**config.mk**
```make
export PLATFORM = sky130hd
export DESIGN_NAME = clk_display_mux_flat
export DESIGN_NICKNAME = d
export VERILOG_FILES = /design/src/rtl/clk_display_mux_if.sv /design/src/rtl/clk_display_mux.sv /design/src/flat_wrapper.sv
export SDC_FILE = /design/constraint.sdc
export NUM_CORES = 1
export LEC_CHECK = 0
export CAP_MARGIN = 10
export CORE_MARGIN = 5
export CORE_UTILIZATION = 38
export CTS_CLUSTER_SIZE = 40
export DETAILED_ROUTE_END_ITERATION = 12
export HOLD_SLACK_MARGIN = 0.02
export PLACE_DENSITY = 0.57
export SLEW_MARGIN = 20
export SYNTH_ARGS = -nofsm -noshare
export SYNTH_HDL_FRONTEND = slang
export SYNTH_SLANG_ARGS = --single-unit
```
**constraint.sdc**
```tcl
create_clock -name clk -period 2.4 [get_ports clk]
set_input_delay 0.36 -clock clk [delete_from_list [all_inputs] [get_ports clk]]
set_output_delay 0.36 -clock clk [all_outputs]
set_load 0.1 [all_outputs]
```
**src/rtl/clk_display_mux_if.sv**
```systemverilog
`default_nettype none
// ============================================================================
// Module   : clk_display_mux_if
// Brief    : Bundle of digit inputs, load/blink controls and the multiplexed
//            seven-segment outputs of the MM:SS display driver.
// Revision : 1.0 - initial release
// ============================================================================
interface clk_display_mux_if;
    logic       load;
    logic [3:0] min_ten;
    logic [3:0] min_one;
    logic [3:0] sec_ten;
    logic [3:0] sec_one;
    logic [3:0] blink_sel;
    logic [3:0] an;
    logic [6:0] seg;
    logic       dp;

    // Digit source / controller side
    modport master (
        output load, min_ten, min_one, sec_ten, sec_one, blink_sel,
        input  an, seg, dp
    );

    // Display driver side
    modport slave (
        input  load, min_ten, min_one, sec_ten, sec_one, blink_sel,
        output an, seg, dp
    );
endinterface
`default_nettype wire

```
**src/rtl/clk_display_mux.sv**
```systemverilog
`default_nettype none
// ============================================================================
// Module   : clk_display_mux
// Brief    : Four-digit multiplexed common-anode seven-segment driver with a
//            shadowed digit register, leading-zero blanking, per-digit blink
//            and a colon dot on digit 2.
// Revision : 1.0 - initial release
// ============================================================================
module clk_display_mux #(
    parameter int SCAN_DIV     = 50000,
    parameter int BLINK_FRAMES = 64,
    parameter int LZ_BLANK     = 1
) (
    input  wire logic           clk,
    input  wire logic           reset,
    clk_display_mux_if.slave    bus
);

    localparam int SCAN_W  = $clog2(SCAN_DIV);
    localparam int FRAME_W = (BLINK_FRAMES > 1) ? $clog2(BLINK_FRAMES) : 1;
    localparam logic [SCAN_W-1:0]  C_SCAN_LAST  = SCAN_W'(SCAN_DIV - 1);
    localparam logic [FRAME_W-1:0] C_FRAME_LAST = FRAME_W'(BLINK_FRAMES - 1);

    // Digit index i lives in shadow slice [i]: 0=sec_one .. 3=min_ten
    logic [3:0][3:0]    shadow_q, shadow_d;
    logic [SCAN_W-1:0]  scan_q,   scan_d;
    logic [1:0]         idx_q,    idx_d;
    logic [FRAME_W-1:0] frame_q,  frame_d;
    logic               phase_q,  phase_d;
    logic [3:0]         an_q,     an_d;
    logic [6:0]         seg_q,    seg_d;
    logic               dp_q,     dp_d;

    logic [3:0]         digit_val;
    logic               blank;
    logic [6:0]         decoded;

    // Shadow capture plus scan / frame / blink-phase counters
    always_comb begin
        shadow_d = shadow_q;
        scan_d   = scan_q + SCAN_W'(1);
        idx_d    = idx_q;
        frame_d  = frame_q;
        phase_d  = phase_q;

        if (bus.load) begin
            shadow_d = {bus.min_ten, bus.min_one, bus.sec_ten, bus.sec_one};
        end

        if (scan_q == C_SCAN_LAST) begin
            scan_d = '0;
            idx_d  = idx_q + 2'd1;
            // Wrap from digit 3 back to digit 0 closes a frame
            if (idx_q == 2'd3) begin
                if (frame_q == C_FRAME_LAST) begin
                    frame_d = '0;
                    phase_d = ~phase_q;
                end else begin
                    frame_d = frame_q + FRAME_W'(1);
                end
            end
        end
    end

    // Active-low BCD decode of the currently scanned digit
    always_comb begin
        digit_val = shadow_q[idx_q];
        case (digit_val)
            4'd0:    decoded = 7'h40;
            4'd1:    decoded = 7'h79;
            4'd2:    decoded = 7'h24;
            4'd3:    decoded = 7'h30;
            4'd4:    decoded = 7'h19;
            4'd5:    decoded = 7'h12;
            4'd6:    decoded = 7'h02;
            4'd7:    decoded = 7'h78;
            4'd8:    decoded = 7'h00;
            4'd9:    decoded = 7'h10;
            default: decoded = 7'h7F;
        endcase
    end

    // Next output image: blanking keeps the anode on, only segments go dark
    always_comb begin
        blank = (digit_val > 4'd9)
             || (bus.blink_sel[idx_q] && !phase_q)
             || ((LZ_BLANK != 0) && (idx_q == 2'd3) && (digit_val == 4'd0));
        an_d  = ~(4'b0001 << idx_q);
        seg_d = blank ? 7'h7F : decoded;
        dp_d  = !((idx_q == 2'd2) && phase_q);
    end

    // State and output registers; reset darkens the display immediately
    always_ff @(posedge clk) begin
        if (reset) begin
            shadow_q <= '0;
            scan_q   <= '0;
            idx_q    <= 2'd0;
            frame_q  <= '0;
            phase_q  <= 1'b1;
            an_q     <= 4'hF;
            seg_q    <= 7'h7F;
            dp_q     <= 1'b1;
        end else begin
            shadow_q <= shadow_d;
            scan_q   <= scan_d;
            idx_q    <= idx_d;
            frame_q  <= frame_d;
            phase_q  <= phase_d;
            an_q     <= an_d;
            seg_q    <= seg_d;
            dp_q     <= dp_d;
        end
    end

    assign bus.an  = an_q;
    assign bus.seg = seg_q;
    assign bus.dp  = dp_q;

endmodule
`default_nettype wire

```
**src/flat_wrapper.sv**
```systemverilog
// flat-port wrapper written by rule: the top's interface ports become plain ports
module clk_display_mux_flat 
#(
    parameter int SCAN_DIV     = 50000,
    parameter int BLINK_FRAMES = 64,
    parameter int LZ_BLANK     = 1
)
  (clk, reset, bus_load, bus_min_ten, bus_min_one, bus_sec_ten, bus_sec_one, bus_blink_sel, bus_an, bus_seg, bus_dp);
  clk_display_mux_if bus_i ();
  input  wire logic clk;
  input  wire logic reset;
  input wire logic [$bits(bus_i.load)-1:0] bus_load;
  input wire logic [$bits(bus_i.min_ten)-1:0] bus_min_ten;
  input wire logic [$bits(bus_i.min_one)-1:0] bus_min_one;
  input wire logic [$bits(bus_i.sec_ten)-1:0] bus_sec_ten;
  input wire logic [$bits(bus_i.sec_one)-1:0] bus_sec_one;
  input wire logic [$bits(bus_i.blink_sel)-1:0] bus_blink_sel;
  output wire logic [$bits(bus_i.an)-1:0] bus_an;
  output wire logic [$bits(bus_i.seg)-1:0] bus_seg;
  output wire logic [$bits(bus_i.dp)-1:0] bus_dp;
  assign bus_i.load = bus_load;
  assign bus_i.min_ten = bus_min_ten;
  assign bus_i.min_one = bus_min_one;
  assign bus_i.sec_ten = bus_sec_ten;
  assign bus_i.sec_one = bus_sec_one;
  assign bus_i.blink_sel = bus_blink_sel;
  assign bus_an = bus_i.an;
  assign bus_seg = bus_i.seg;
  assign bus_dp = bus_i.dp;
  clk_display_mux #(.SCAN_DIV(SCAN_DIV), .BLINK_FRAMES(BLINK_FRAMES), .LZ_BLANK(LZ_BLANK)) u_core (.clk(clk), .reset(reset), .bus(bus_i));
endmodule
```
==> impl_metrics.py <==
metrics = {
    "status": {
        "status": "finished, final reports clean",
    },
    "clocking": {
        "cts_tree": "done",
        "htree_levels": 2,
        "cts_root_buf": "clkbuf_8",
        "cts_setup_buffers": 0,
        "ctsResizeCount": 0,
        "insertion_delay_ps": 310,
        "clock_path_buffers": 2,
        "clkSinkCount": 53,
        "ctsHoldBuffers": 0,
        "path_clk_slew_ps": 100,
        "cts_buffers": 5,
    },
    "synth": {
        "synth_area_leaders": "dfxtp_1, mux2i_1, nor2_1",
        "ys_seq_area_frac": 0.432,
        "avgSynthCellArea_um2": 9.51,
        "ys_ff_latch": 53,
        "synth-edff-count": 0,
        "synth.top_cell.area_share": 0.432,
        "synth.largest_area_cell": "dfxtp_1",
        "yosys_warnings": 0,
        "synthCells": 258,
        "ys_async_sr_fraction": 0,
        "syn-num-nets": 292,
        "ys_dominant_reg_cell": "dfxtp_1",
        "synthDistinctLibCells": 40,
        "netlist_area_um2": 2450,
    },
    "die": {
        "io_pins": 35,
        "die_w_um": 90.4,
        "row_count": 29,
        "initial_core_util": 0.389,
        "die-area_um2": 8160,
        "core-area_um2": 6310,
        "die_h_um": 90.4,
    },
    "critical_path": {
        "arrival_ps": 2370,
        "cp-start-kind": "register",
        "crit-reg2reg-capture": "u_core.bus.seg[6]$_SDFF_PP1_",
        "reg2reg_setup_slack_ps": 220,
        "critPathCapture": "u_core.bus.seg[6]$_SDFF_PP1_",
        "crit_slowest_cell": "mux4_2",
        "timing.rr.start": "u_core.idx_q[0]$_SDFFE_PP0P_",
        "path_cells": "mux4_2, inv_1, ha_1, nor2_1, or3b_2, a21oi_1, o21ai_0",
        "path_max_fanout": 6,
        "end_kind": "register",
        "cp-startpoint": "u_core.idx_q[0]$_SDFFE_PP0P_",
        "critical_path_required_ps": 2590,
        "reg2regPathDepth": 7,
        "criticalPathCategory": "register to register",
        "cp_slowest_stage_delay_ps": 600,
    },
    "layout": {
        "area_growth_pct": 19.0,
        "nets": 325,
        "instances_no_fill": 369,
        "drive_gt1_frac": 0.120,
        "finish.utilization": 0.463,
        "n_antenna_cell": 0,
    },
    "detailed_routing": {
        "firstDrtPassIters": 4,
        "vias": 1849,
        "drt-initial-drc-count": 47,
        "drt-total-wl_mm": 4.94,
        "post_drt_wl_per_cell_um": 13.4,
        "via_per_inst": 5.01,
        "drc_errors": 0,
        "final_antenna_net_count": 0,
    },
    "pwr": {
        "internal-power_uw": 1210,
        "p_seq_frac": 0.550,
        "p_total_uw": 1690,
        "comb_power_share": 0.155,
        "leakagePower_uw": 0.00113,
        "p_clk_frac": 0.295,
        "peakVddDrop_v": 0.000362,
        "swShare": 0.283,
        "power_density_nw_per_um2": 578,
        "p_switching_uw": 478,
    },
    "global_routing": {
        "grt_max_degree": 22,
        "grt_usage": 0.127,
        "grt_pass1_wl_mm": 8.57,
        "antenna_found_initial": 0,
        "grt_pass1_vias": 1799,
        "grt_overflow": 0,
    },
    "sta": {
        "fin_setup_tns_ps": 0,
        "maxSlewHeadroom": 0.739,
        "setup_viol": 0,
        "clock_skew_ps": 6.28,
        "slew_violations": 0,
        "worst_pin_slew_ps": 388,
        "rsz0062_at_grt": "false",
        "hold_violations": 0,
        "max_freq_mhz": 458,
        "period_minus_slack_ps": 2180,
        "period_share": 0.909,
    },
    "place": {
        "place.gp.congestion": 0.787,
        "dp.cells": 361,
        "port-buffer-count": 34,
        "place_hpwl_mm": 3.61,
    },
    "min_path": {
        "hold_path.class": "register to register",
    },
    "flow_run": {
        "drv_cap": 0,
    },
}
==> power groups by stage <==
stage	logic, µW	clock network [µW]	registers [µW]
final	261	498	930
after detailed placement	263	0	950
after CTS	264	527	930
after global routing	279	570	935
after floorplan	94.7	0	1040
after global placement	263	0	950
==> stage by stage <==
step / hold slack (ps) / area (µm²) / setup WS, ps
floorplan: 406 / 2450 / 261
global placement: 432 / 2830 / 308
detailed placement: 450 / 2830 / 215
CTS: 470 / 2920 / 198
global route: 494 / 2920 / 42.5
finish: 465 / 2920 / 218
==> how the worst min path moves through the flow <==
stage,start,endpoint,slack [ps],cells past startpoint
5_1_grt,u_core.phase_q$_SDFFE_PP1P_,u_core.bus.dp$_SDFF_PP1_,490,1
4_1_cts,u_core.scan_q[0]$_SDFF_PP0_,u_core.scan_q[0]$_SDFF_PP0_,470,1
3_3_place_gp,u_core.phase_q$_SDFFE_PP1P_,u_core.bus.dp$_SDFF_PP1_,430,1
2_1_floorplan,u_core.phase_q$_SDFFE_PP1P_,u_core.bus.dp$_SDFF_PP1_,410,1
3_5_place_dp,u_core.scan_q[0]$_SDFF_PP0_,u_core.scan_q[0]$_SDFF_PP0_,450,1
6_report,u_core.phase_q$_SDFFE_PP1P_,u_core.bus.dp$_SDFF_PP1_,460,1
==> per-layer routing <==
layer / vias up / part of all wire / track usage
met5: - / 0 / 0
met4: 0 / 0.017 / 0.0484
met2: 31 / 0.45 / 0.199
li1: 970 / - / -
met1: 840 / 0.49 / 0.164
met3: 8 / 0.041 / 0.0383
==> area by class of cell <==
cell class                 count  area [µm²]
clock buffer                   5        68.8
clock inverter                 3        17.5
fill                         626        3390
inverter                      13        48.8
multi-input combinational    178        1270
sequential                    53        1060
tap                           77        96.3
timing repair buffer          40         355
==> critical path, delay by kind of cell (launching register included) <==
kind | cells | cell delay [ps]
buffers and inverters | 1 | 140
muxes | 1 | 600
adders and majority gates | 1 | 210
AOI/OAI and AO/OA | 2 | 210
DFF | 1 | 410
and+or+nand+nor | 2 | 500
==> layout by cell type (no fill, tap or decap), types with 3 or more instances in the layout <==
| cell type | instances |
|---|---|
| nand2_1 | 10 |
| buf_4 | 18 |
| and3_1 | 5 |
| o21ai_1 | 4 |
| mux4_2 | 5 |
| a311oi_1 | 4 |
| nor2b_1 | 3 |
| a21oi_1 | 9 |
| dfxtp_1 | 53 |
| nand2b_1 | 6 |
| clkbuf_8 | 5 |
| xor2_1 | 6 |
| mux2i_1 | 20 |
| inv_1 | 13 |
| clkdlybuf4s50_1 | 22 |
| o21ai_0 | 6 |
| xnor2_1 | 6 |
| nor3_1 | 4 |
| ha_1 | 11 |
| nand3_1 | 7 |
| nand4_1 | 8 |
| nor2_1 | 38 |
==> state kept, by name (all words and copies together), names as in the netlist <==
signal	cells
u_core.bus.an	4
u_core.bus.dp	1
u_core.bus.seg	7
u_core.frame_q	6
u_core.idx_q	2
u_core.phase_q	1
u_core.scan_q	16
u_core.shadow_q	16
==> Yosys cell counts, drive strengths merged (2+ instances only) <==
| cell type | n |
|---|---|
| xnor2 | 6 |
| nor2 | 38 |
| mux4 | 5 |
| buf | 5 |
| or4 | 2 |
| inv | 13 |
| o21ai | 10 |
| nand3 | 7 |
| nand2b | 6 |
| nor2b | 3 |
| and4 | 2 |
| nand4 | 8 |
| a311oi | 4 |
| ha | 11 |
| nand2 | 10 |
| a31oi | 2 |
| a211oi | 2 |
| xor2 | 6 |
| a21oi | 9 |
| dfxtp | 53 |
| o31ai | 2 |
| nor3 | 4 |
| and2 | 2 |
| mux2i | 20 |
| clkbuf | 9 |
| or3 | 2 |
| and3 | 5 |
| nor4b | 2 |
==> cells by family after synthesis <==
kind of cell,share of synthesized area
simple gates,0.211
flops,0.432
compound gates,0.0811
buf+inv,0.0490
mux,0.127
xor+xnor,0.0428
fa+ha+maj,0.0561
No activity file was read; power rests on OpenSTA's default activity.
